**src/rtl/pc_control_fsm_pkg.sv**
```systemverilog
// pc_control_fsm_pkg
// Shared definitions for the PC control FSM:
//   - FSM state encoding (3-bit)
//   - opcode / extension field values used to classify instructions
//   - branch/jump condition codes
//   - PSR bit positions inside the 5-bit flags bus {N,Z,F,L,C}
//   - a helper that maps opcode/extension fields to an instruction class
package pc_control_fsm_pkg;

    typedef enum logic [2:0] {
        ST_FETCH  = 3'd0,
        ST_DECODE = 3'd1,
        ST_EXEC   = 3'd2,
        ST_MEM    = 3'd3
    } state_t;

    // Primary opcode (instr[15:12]) values
    localparam logic [3:0] OP_BCOND = 4'b1100;
    localparam logic [3:0] OP_EXT   = 4'b0100;   // op whose ext field selects the operation

    // Extension (instr[7:4]) values under OP_EXT
    localparam logic [3:0] EXT_LOAD  = 4'b0000;
    localparam logic [3:0] EXT_STOR  = 4'b0100;
    localparam logic [3:0] EXT_JAL   = 4'b1000;
    localparam logic [3:0] EXT_JCOND = 4'b1100;

    // Condition codes (instr[11:8])
    localparam logic [3:0] CC_EQ = 4'b0000;
    localparam logic [3:0] CC_NE = 4'b0001;
    localparam logic [3:0] CC_CS = 4'b0010;
    localparam logic [3:0] CC_CC = 4'b0011;
    localparam logic [3:0] CC_HI = 4'b0100;
    localparam logic [3:0] CC_LS = 4'b0101;
    localparam logic [3:0] CC_GT = 4'b0110;
    localparam logic [3:0] CC_LE = 4'b0111;
    localparam logic [3:0] CC_FS = 4'b1000;
    localparam logic [3:0] CC_FC = 4'b1001;
    localparam logic [3:0] CC_LO = 4'b1010;
    localparam logic [3:0] CC_HS = 4'b1011;
    localparam logic [3:0] CC_LT = 4'b1100;
    localparam logic [3:0] CC_GE = 4'b1101;
    localparam logic [3:0] CC_UC = 4'b1110;
    localparam logic [3:0] CC_NV = 4'b1111;

    // PSR bit indices in flags[4:0]
    localparam int unsigned PSR_N = 4;
    localparam int unsigned PSR_Z = 3;
    localparam int unsigned PSR_F = 2;
    localparam int unsigned PSR_L = 1;
    localparam int unsigned PSR_C = 0;

    typedef enum logic [2:0] {
        IC_ALU   = 3'd0,
        IC_BCOND = 3'd1,
        IC_JCOND = 3'd2,
        IC_JAL   = 3'd3,
        IC_LOAD  = 3'd4,
        IC_STOR  = 3'd5,
        IC_UNDEF = 3'd6    // unused OP_EXT extension: advances PC, writes nothing
    } iclass_t;

    function automatic iclass_t classify(input logic [3:0] op, input logic [3:0] ext);
        iclass_t cls;
        if (op == OP_BCOND) begin
            cls = IC_BCOND;
        end else if (op == OP_EXT) begin
            case (ext)
                EXT_LOAD:  cls = IC_LOAD;
                EXT_STOR:  cls = IC_STOR;
                EXT_JAL:   cls = IC_JAL;
                EXT_JCOND: cls = IC_JCOND;
                default:   cls = IC_UNDEF;
            endcase
        end else begin
            cls = IC_ALU;
        end
        return cls;
    endfunction

endpackage

```
**src/rtl/pc_control_fsm_cond_eval.sv**
```systemverilog
// cond_eval
// Combinational branch/jump condition evaluator.
// Ports:
//   cond  [3:0] in  : condition code field
//   flags [4:0] in  : PSR {N,Z,F,L,C}
//   taken       out : 1 when the condition holds
module cond_eval
    import pc_control_fsm_pkg::*;
(
    input  logic [3:0] cond,
    input  logic [4:0] flags,
    output logic       taken
);

    logic n_s, z_s, f_s, l_s, c_s;

    assign n_s = flags[PSR_N];
    assign z_s = flags[PSR_Z];
    assign f_s = flags[PSR_F];
    assign l_s = flags[PSR_L];
    assign c_s = flags[PSR_C];

    // Condition-code truth table
    always_comb begin
        taken = 1'b0;
        case (cond)
            CC_EQ:   taken = z_s;
            CC_NE:   taken = ~z_s;
            CC_CS:   taken = c_s;
            CC_CC:   taken = ~c_s;
            CC_HI:   taken = l_s;
            CC_LS:   taken = ~l_s;
            CC_GT:   taken = n_s;
            CC_LE:   taken = ~n_s;
            CC_FS:   taken = f_s;
            CC_FC:   taken = ~f_s;
            CC_LO:   taken = ~l_s & ~z_s;
            CC_HS:   taken = l_s | z_s;
            CC_LT:   taken = ~n_s & ~z_s;
            CC_GE:   taken = n_s | z_s;
            CC_UC:   taken = 1'b1;
            CC_NV:   taken = 1'b0;
            default: taken = 1'b0;
        endcase
    end

endmodule

```
**src/rtl/pc_control_fsm.sv**
```systemverilog
// pc_control_fsm
// Multicycle control FSM: FETCH -> DECODE -> EXEC [-> MEM] -> FETCH.
// Latches the instruction in DECODE and issues exactly one PC-update strobe
// per instruction in its final state, together with register-file /
// data-memory write enables and the memory address select.
// Ports:
//   clk            in  : clock, rising edge
//   rst            in  : synchronous active-low reset
//   instr   [W-1:0] in : instruction memory read data (valid in DECODE)
//   flags   [4:0]  in  : PSR {N,Z,F,L,C}, evaluated in EXEC
//   increment, jal, displace, replace, unconditional out : PC strobes
//   immwire [W-1:0] out: sign-extended ir[7:0]
//   ir      [W-1:0] out: instruction register
//   rf_we, mem_we  out : write enables
//   addr_sel       out : 0 = PC, 1 = register A data
//   state   [2:0]  out : current FSM state
module pc_control_fsm
    import pc_control_fsm_pkg::*;
#(
    parameter int ADDR_W = 16
) (
    input  logic              clk,
    input  logic              rst,
    input  logic [ADDR_W-1:0] instr,
    input  logic [4:0]        flags,
    output logic              increment,
    output logic              jal,
    output logic              displace,
    output logic              replace,
    output logic              unconditional,
    output logic [ADDR_W-1:0] immwire,
    output logic [ADDR_W-1:0] ir,
    output logic              rf_we,
    output logic              mem_we,
    output logic              addr_sel,
    output logic [2:0]        state
);

    state_t              state_r;
    state_t              next_s;
    logic [ADDR_W-1:0]   ir_r;
    iclass_t             iclass_s;
    logic                taken_s;

    assign iclass_s = classify(ir_r[15:12], ir_r[7:4]);

    cond_eval u_cond_eval (
        .cond  (ir_r[11:8]),
        .flags (flags),
        .taken (taken_s)
    );

    // State register
    always_ff @(posedge clk) begin
        if (!rst) begin
            state_r <= ST_FETCH;
        end else begin
            state_r <= next_s;
        end
    end

    // Instruction register: loads in DECODE, holds elsewhere
    always_ff @(posedge clk) begin
        if (!rst) begin
            ir_r <= '0;
        end else if (state_r == ST_DECODE) begin
            ir_r <= instr;
        end else begin
            ir_r <= ir_r;
        end
    end

    // Next-state logic
    always_comb begin
        next_s = ST_FETCH;
        case (state_r)
            ST_FETCH:  next_s = ST_DECODE;
            ST_DECODE: next_s = ST_EXEC;
            ST_EXEC: begin
                if ((iclass_s == IC_LOAD) || (iclass_s == IC_STOR)) begin
                    next_s = ST_MEM;
                end else begin
                    next_s = ST_FETCH;
                end
            end
            ST_MEM:    next_s = ST_FETCH;
            default:   next_s = ST_FETCH;
        endcase
    end

    // Output decode; reset forces every strobe and write low so an
    // instruction caught by reset in EXEC/MEM has no side effect.
    always_comb begin
        increment     = 1'b0;
        jal           = 1'b0;
        displace      = 1'b0;
        replace       = 1'b0;
        unconditional = 1'b0;
        rf_we         = 1'b0;
        mem_we        = 1'b0;
        addr_sel      = 1'b0;
        if (!rst) begin
            addr_sel = 1'b0;
        end else begin
            case (state_r)
                ST_EXEC: begin
                    case (iclass_s)
                        IC_ALU: begin
                            rf_we     = 1'b1;
                            increment = 1'b1;
                        end
                        IC_BCOND: begin
                            if (taken_s) begin
                                displace = 1'b1;
                            end else begin
                                increment = 1'b1;
                            end
                        end
                        IC_JCOND: begin
                            if (!taken_s) begin
                                increment = 1'b1;
                            end else if (ir_r[11:8] == CC_UC) begin
                                unconditional = 1'b1;
                            end else begin
                                replace = 1'b1;
                            end
                        end
                        IC_JAL: begin
                            jal   = 1'b1;
                            rf_we = 1'b1;
                        end
                        IC_UNDEF: increment = 1'b1;
                        // LOAD/STOR finish in MEM
                        default:  increment = 1'b0;
                    endcase
                end
                ST_MEM: begin
                    addr_sel  = 1'b1;
                    increment = 1'b1;
                    if (iclass_s == IC_STOR) begin
                        mem_we = 1'b1;
                    end else begin
                        rf_we = 1'b1;
                    end
                end
                default: addr_sel = 1'b0;
            endcase
        end
    end

    assign state   = state_r;
    assign ir      = ir_r;
    assign immwire = {{(ADDR_W-8){ir_r[7]}}, ir_r[7:0]};

endmodule

```
**config.mk**
```make
export PLATFORM = sky130hd
export DESIGN_NAME = pc_control_fsm
export DESIGN_NICKNAME = d
export VERILOG_FILES = /design/src/rtl/pc_control_fsm_pkg.sv /design/src/rtl/pc_control_fsm_cond_eval.sv /design/src/rtl/pc_control_fsm.sv
export SDC_FILE = /design/constraint.sdc
export NUM_CORES = 1
export LEC_CHECK = 0
export BUFFER_PORTS_ARGS = -buffer_cell sky130_fd_sc_hd__buf_2
export CAP_MARGIN = 20
export CORE_MARGIN = 2
export CORE_UTILIZATION = 35
export CTS_CLUSTER_SIZE = 10
export DETAILED_ROUTE_END_ITERATION = 10
export HOLD_SLACK_MARGIN = 0.1
export MAX_ROUTING_LAYER = met4
export PLACE_DENSITY_LB_ADDON = 0.05
export SLEW_MARGIN = 20
export SYNTH_ARGS = -nofsm -noshare
export SYNTH_HDL_FRONTEND = slang
export SYNTH_HIERARCHICAL = 1
export SYNTH_SLANG_ARGS = --single-unit
```
**constraint.sdc**
```tcl
create_clock -name clk -period 1.73 [get_ports clk]
set_input_delay 0.0865 -clock clk [delete_from_list [all_inputs] [get_ports clk]]
set_output_delay 0.0865 -clock clk [all_outputs]
set_load 0.01 [all_outputs]
```
## After elaboration in Yosys (flattened, before gate mapping)

Index checks and enable logic that the tools add are counted.

- Input bits: 23
- Bits in latches: 0
- Memory bits (read-only): 0
- Output and inout bits: 43
- Bits in registers: 19
- Memories: 0
- Logic and storage cells: 84
- Bits in writable memories: 0

- Bitwise gates (word level): 9
- Add/subtract/negate cells: 0
- Equality and inequality tests: 29
- Multipliers: 0
- Mux-type cells: 36
- Reduce and logical (&&, ||, !) cells: 8
- Shift-type cells: 0
- Div/mod/pow operators: 0
- $lt $le $gt $ge: 0

Operators with widths:

| cell | count |
|---|---|
| $eq 4x4->1 const B | 11 |
| $mux 1 | 27 |
| $eq 4x3->1 const B | 6 |
| $pmux 1 s16 | 1 |
| $eq 3x2->1 const B | 4 |
| $pmux 3 s4 | 1 |
| $eq 3x3->1 const B | 3 |
| $eq 4x2->1 const B | 2 |
| $logic_not 4->1 | 2 |
| $eq 3x1->1 const B | 2 |
| $logic_not 3->1 | 2 |
| $mux 3 | 2 |
| $pmux 1 s2 | 3 |
| $pmux 2 s3 | 1 |
| $reduce_or 2->1 | 3 |
| $not 1->1 | 5 |
| $eq 4x1->1 const B | 1 |
| $and 1x1->1 | 2 |
| $mux 2 | 1 |
| $or 1x1->1 | 2 |
| $logic_or 1x1->1 | 1 |

## Depth between registers and ports, before layout

- Depth after elaboration: 9
- Gate-level depth with buffers: 8

## Hierarchy

The synthesis kept the hierarchy.

By module, submodules not included:

| module | area each (um^2) | cells each | times used | seq. area each (um^2) |
|---|---|---|---|---|
| pc_control_fsm | 954.7 | 122 | 1 | 360.3 |
| cond_eval | 183.9 | 23 | 1 | 0.0 |

## Least setup slack after synthesis

Ideal clock, no wire load.

- Path kind: reg-to-output
- Start point: register ir_r[8] (netlist: ir[8])
- End point: output unconditional
- Cell stages (with the launch flop): 9
- Buffers on the path: 1
- Data arrival time: 1.982 ns
- Path slack: -0.339 ns
- Path through: dfxtp_1 > buf_6 > or4b_1 > o31ai_1 > a211o_1 > a221o_1 > nand2_1 > or4_4 > nor2_1

- Word-level cells in the longest chain between the ends: 6

RTL lines:

| what | RTL line | RTL |
|---|---|---|
| start, declared | pc_control_fsm.sv:41 | `logic [ADDR_W-1:0] ir_r;` |
| start signal, assigned | pc_control_fsm.sv:67 | `ir_r <= instr;` |
| start signal, assigned | pc_control_fsm.sv:69 | `ir_r <= ir_r;` |
| $eq 4x4->1, or another cell as far along | pc_control_fsm_cond_eval.sv:26 | `case (cond)` |
| $pmux 1 s16 * | pc_control_fsm_cond_eval.sv:26 |  |
| via taken_s | pc_control_fsm.sv:43 | `logic taken_s;` |
| $mux 1 * | pc_control_fsm.sv:120 | `if (!taken_s) begin` |
| $mux 1 * | pc_control_fsm.sv:107 | `case (iclass_s)` |
| $mux 1 * | pc_control_fsm.sv:105 | `case (state_r)` |
| $mux 1 * | pc_control_fsm.sv:102 | `if (!rst) begin` |
| end, declared | pc_control_fsm.sv:30 | `output logic unconditional,` |

Mark *: on every way through the listed nets, which the timed path passes. The rest lies on a longest branch.

## Final worst setup path

- Start point: register ir_r[8] (netlist: ir[8])
- End point: output replace

- Word-level cells in the longest chain between the ends: 6

RTL lines:

| what | RTL line | RTL |
|---|---|---|
| $eq 4x4->1, or another cell as far along | pc_control_fsm_cond_eval.sv:26 |  |
| $pmux 1 s16 * | pc_control_fsm_cond_eval.sv:26 |  |
| via taken_s | pc_control_fsm.sv:43 |  |
| $mux 1 * | pc_control_fsm.sv:120 |  |
| $mux 1 * | pc_control_fsm.sv:107 |  |
| $mux 1 * | pc_control_fsm.sv:105 |  |
| $mux 1 * | pc_control_fsm.sv:102 |  |
| end, declared | pc_control_fsm.sv:29 | `output logic replace,` |

Marks and branches as above.

==> results.json <==
{
  "grt_util_met2_pct": 32.37,
  "areaGrowthSynthToFinish_pct": 61.76,
  "layout_common_cells": "buf_2, nand2_1, buf_4",
  "switching_share_pct": 31.36,
  "clockBufferDepth": 2,
  "fp.dieH_um": 61.04,
  "drt_first_iter_violations": 62,
  "dp_cells": 255,
  "yosysWarnings": 6,
  "rsz0062_at_grt": "true",
  "yosysUniqueCellTypes": 39,
  "critPathCaptureType": "output pin",
  "hold_violations": 0,
  "ir_drop_uv": 380.0,
  "grt-busiest-layer": "met2",
  "fp-row-count": 20,
  "post_cts_buffers": 0,
  "crit_path_top_delay_cell": "or4b_4",
  "cts_sinks": 18,
  "pwr-share-seq_pct": 40.8,
  "ys.flop_type": "dfxtp_1",
  "placed_cell_area_sq_um": 1556,
  "syn_inst": 145,
  "power.leakage_uw": 0.0008838,
  "ant_nets": 0,
  "maxCapViolCount": 0,
  "core_area_sq_um": 3078,
  "ys_seq_area_share_pct": 31.65,
  "intPower_uw": 785.5,
  "worstPathRequired_ns": 1.64,
  "dr.pass1.iters": 4,
  "met3_usage_pct": 1.681,
  "grt.overflow.total": 0,
  "drt_wl_total_mm": 3.409,
  "synth_area_per_cell_sq_um": 7.852,
  "switchingPower_uw": 358.9,
  "fillers": 296,
  "io_buffer_count": 64,
  "htree_levels": 1,
  "initial_core_util_pct": 36.99,
  "synth_nets": 168,
  "grt_pass1_vias": 1255,
  "synth-seq-cells": 18,
  "netlist_area_sq_um": 1139,
  "cts_tree": "built",
  "run_status": "complete, but fails checks",
  "multi_input_area_sq_um": 689.4,
  "grt_start_max_net_pins": 21,
  "hold-worst-slack_ns": 0.2452,
  "startpoint_type": "register",
  "via_count": 1300,
  "violations": "setup timing",
  "io-pin-count": 66,
  "cts-root-buf": "clkbuf_4",
  "dieArea_sq_um": 3725,
  "cts_made_buffers": 3,
  "seq_area_sq_um": 365.4,
  "min_period_ns": 2.388,
  "layout_commonest_cell": "buf_2",
  "setup_slack_ns": -0.6579,
  "vias_per_cell": 4.727,
  "p_per_area_nw_per_um2": 621.3,
  "clock.fmax_ghz": 0.4188,
  "finalClockSkew_ns": 0.002653,
  "crit_fanout": 2,
  "layout-drive-gt1-share_pct": 48.92,
  "clk_latency_ns": 0.30,
  "die_w_um": 61.04,
  "wire_per_inst_um": 12.40,
  "final_cells": 275,
  "antenna_found_initial": 0,
  "hold_class": "in2reg",
  "diodes": 0,
  "grt_util_all_layers_pct": 19.93,
  "crit_arrival_ns": 2.30,
  "drv_slew": 0,
  "criticalPathCategory": "reg2out",
  "place.gp.congestion": 0.7653,
  "drcViolationCount": 0,
  "pwr-share-clk_pct": 23.3,
  "path_cells": "or4b_4, o31ai_4, a211o_1, a221o_1, nand2_1, or4_4, nor2b_4, buf_6",
  "clkTransAtPathRegs_ns": 0.11,
  "power_frac_comb_pct": 35.9,
  "place_hpwl_mm": 2.478,
  "crit_path_max_incr_delay_ns": 0.55,
  "finalSetupViolCount": 6,
  "postLayoutCellArea_sq_um": 1842,
  "layout.nets": 255,
  "fin_setup_tns_ns": -2.425,
  "grt_pass1_wl_mm": 5.368,
  "gr-usage-met1_pct": 24.22,
  "synth_edf_count": 0,
  "post-route-period-util_pct": 138.0,
  "async_flop_share_pct": 0
}
## state kept, by name, indices dropped and copies added (netlist names)
register  cells
ir           16
state         2
## cell families (layout without fill, tap and decap cells)
group                     Yosys count  count (layout)  synth area share [%]
AOI/OAI and AO/OA                  31              31                 20.00
xor gates and xnor gates            1               1                0.7694
buffers and inverters              25             111                 14.50
DFF                                18              18                 31.65
muxes                               2               2                 1.758
other                               1               1                0.3294
and+or+nand+nor                    67              67                 30.99
## synth_stat cells (all sizes together) (2+ instances only)
library cell   n  share of area, %
nand2         38                13
buf           18                12
dfxtp         18                32
a21boi        17                11
clkbuf         6               2.0
nand2b         5               2.7
nor2           4               1.3
nor2b          3               1.9
o21ai          3               1.3
a21oi          2              0.88
a31oi          2               1.1
mux2i          2               1.8
nor3           2              0.88
nor3b          2               1.8
nor4           2               1.1
or4b           2               2.1
## critical path, delay by kind of cell, from the launching register on
kind	cells	cell delay, ns
and+or+nand+nor	4	1.20
AOI/OAI and AO/OA	3	0.37
DFF	1	0.34
buffers and inverters	1	0.10
## layer usage
layer	vias to the layer above	share of wire, %
li1	652	-
met1	588	44
met2	49	48
met3	11	4.8
met4	0	3.0
met5	-	0
## stage by stage
| step | setup slack, ns | power, uW | utilization, % |
|---|---|---|---|
| after detailed placement | -0.3669 | 831.9 | 50.57 |
| after CTS | -0.6490 | 1140 | 58.33 |
| after floorplan | -0.2936 | 682.3 | - |
| after global routing | -0.7324 | 1215 | 59.84 |
| final | -0.6579 | 1144 | 59.84 |
| after global placement | -0.2700 | 823.2 | 50.57 |
## power groups by stage
stage	Clock (uW)	Combinational, uW	Sequential, uW
floorplan	0	178	504
global placement	0	350	473
detailed placement	0	357	475
CTS	273	400	467
global route	289	454	472
finish	266	411	467
## final cells by class
class                      count  share of cell area [%]
tap                           44                   2.989
inverter                       1                  0.2038
multi-input combinational    102                   37.43
clock buffer                   4                   1.970
timing repair buffer         106                   37.57
sequential                    18                   19.84
## final timing paths
kind | start | to | slack, ns | cells past startpoint
setup / recovery | ir[8] | replace | -0.66 | 8
hold / removal | rst | state[0] | 0.25 | 4
setup reg to reg | state[1] | ir[4] | 0.33 | 5
hold reg to reg | ir[0] | ir[0] | 0.48 | 2
## what timing repair did
| item | in CTS | in global routing |
|---|---|---|
| hold buffers | 16 | 0 |
| endpoints found under the hold margin | 16 | 0 |
| pin swaps | 4 | 2 |
| setup endpoints to repair | 6 | 6 |
| gates resized for setup | 11 | 8 |
Power figures use the tool's default switching activity.
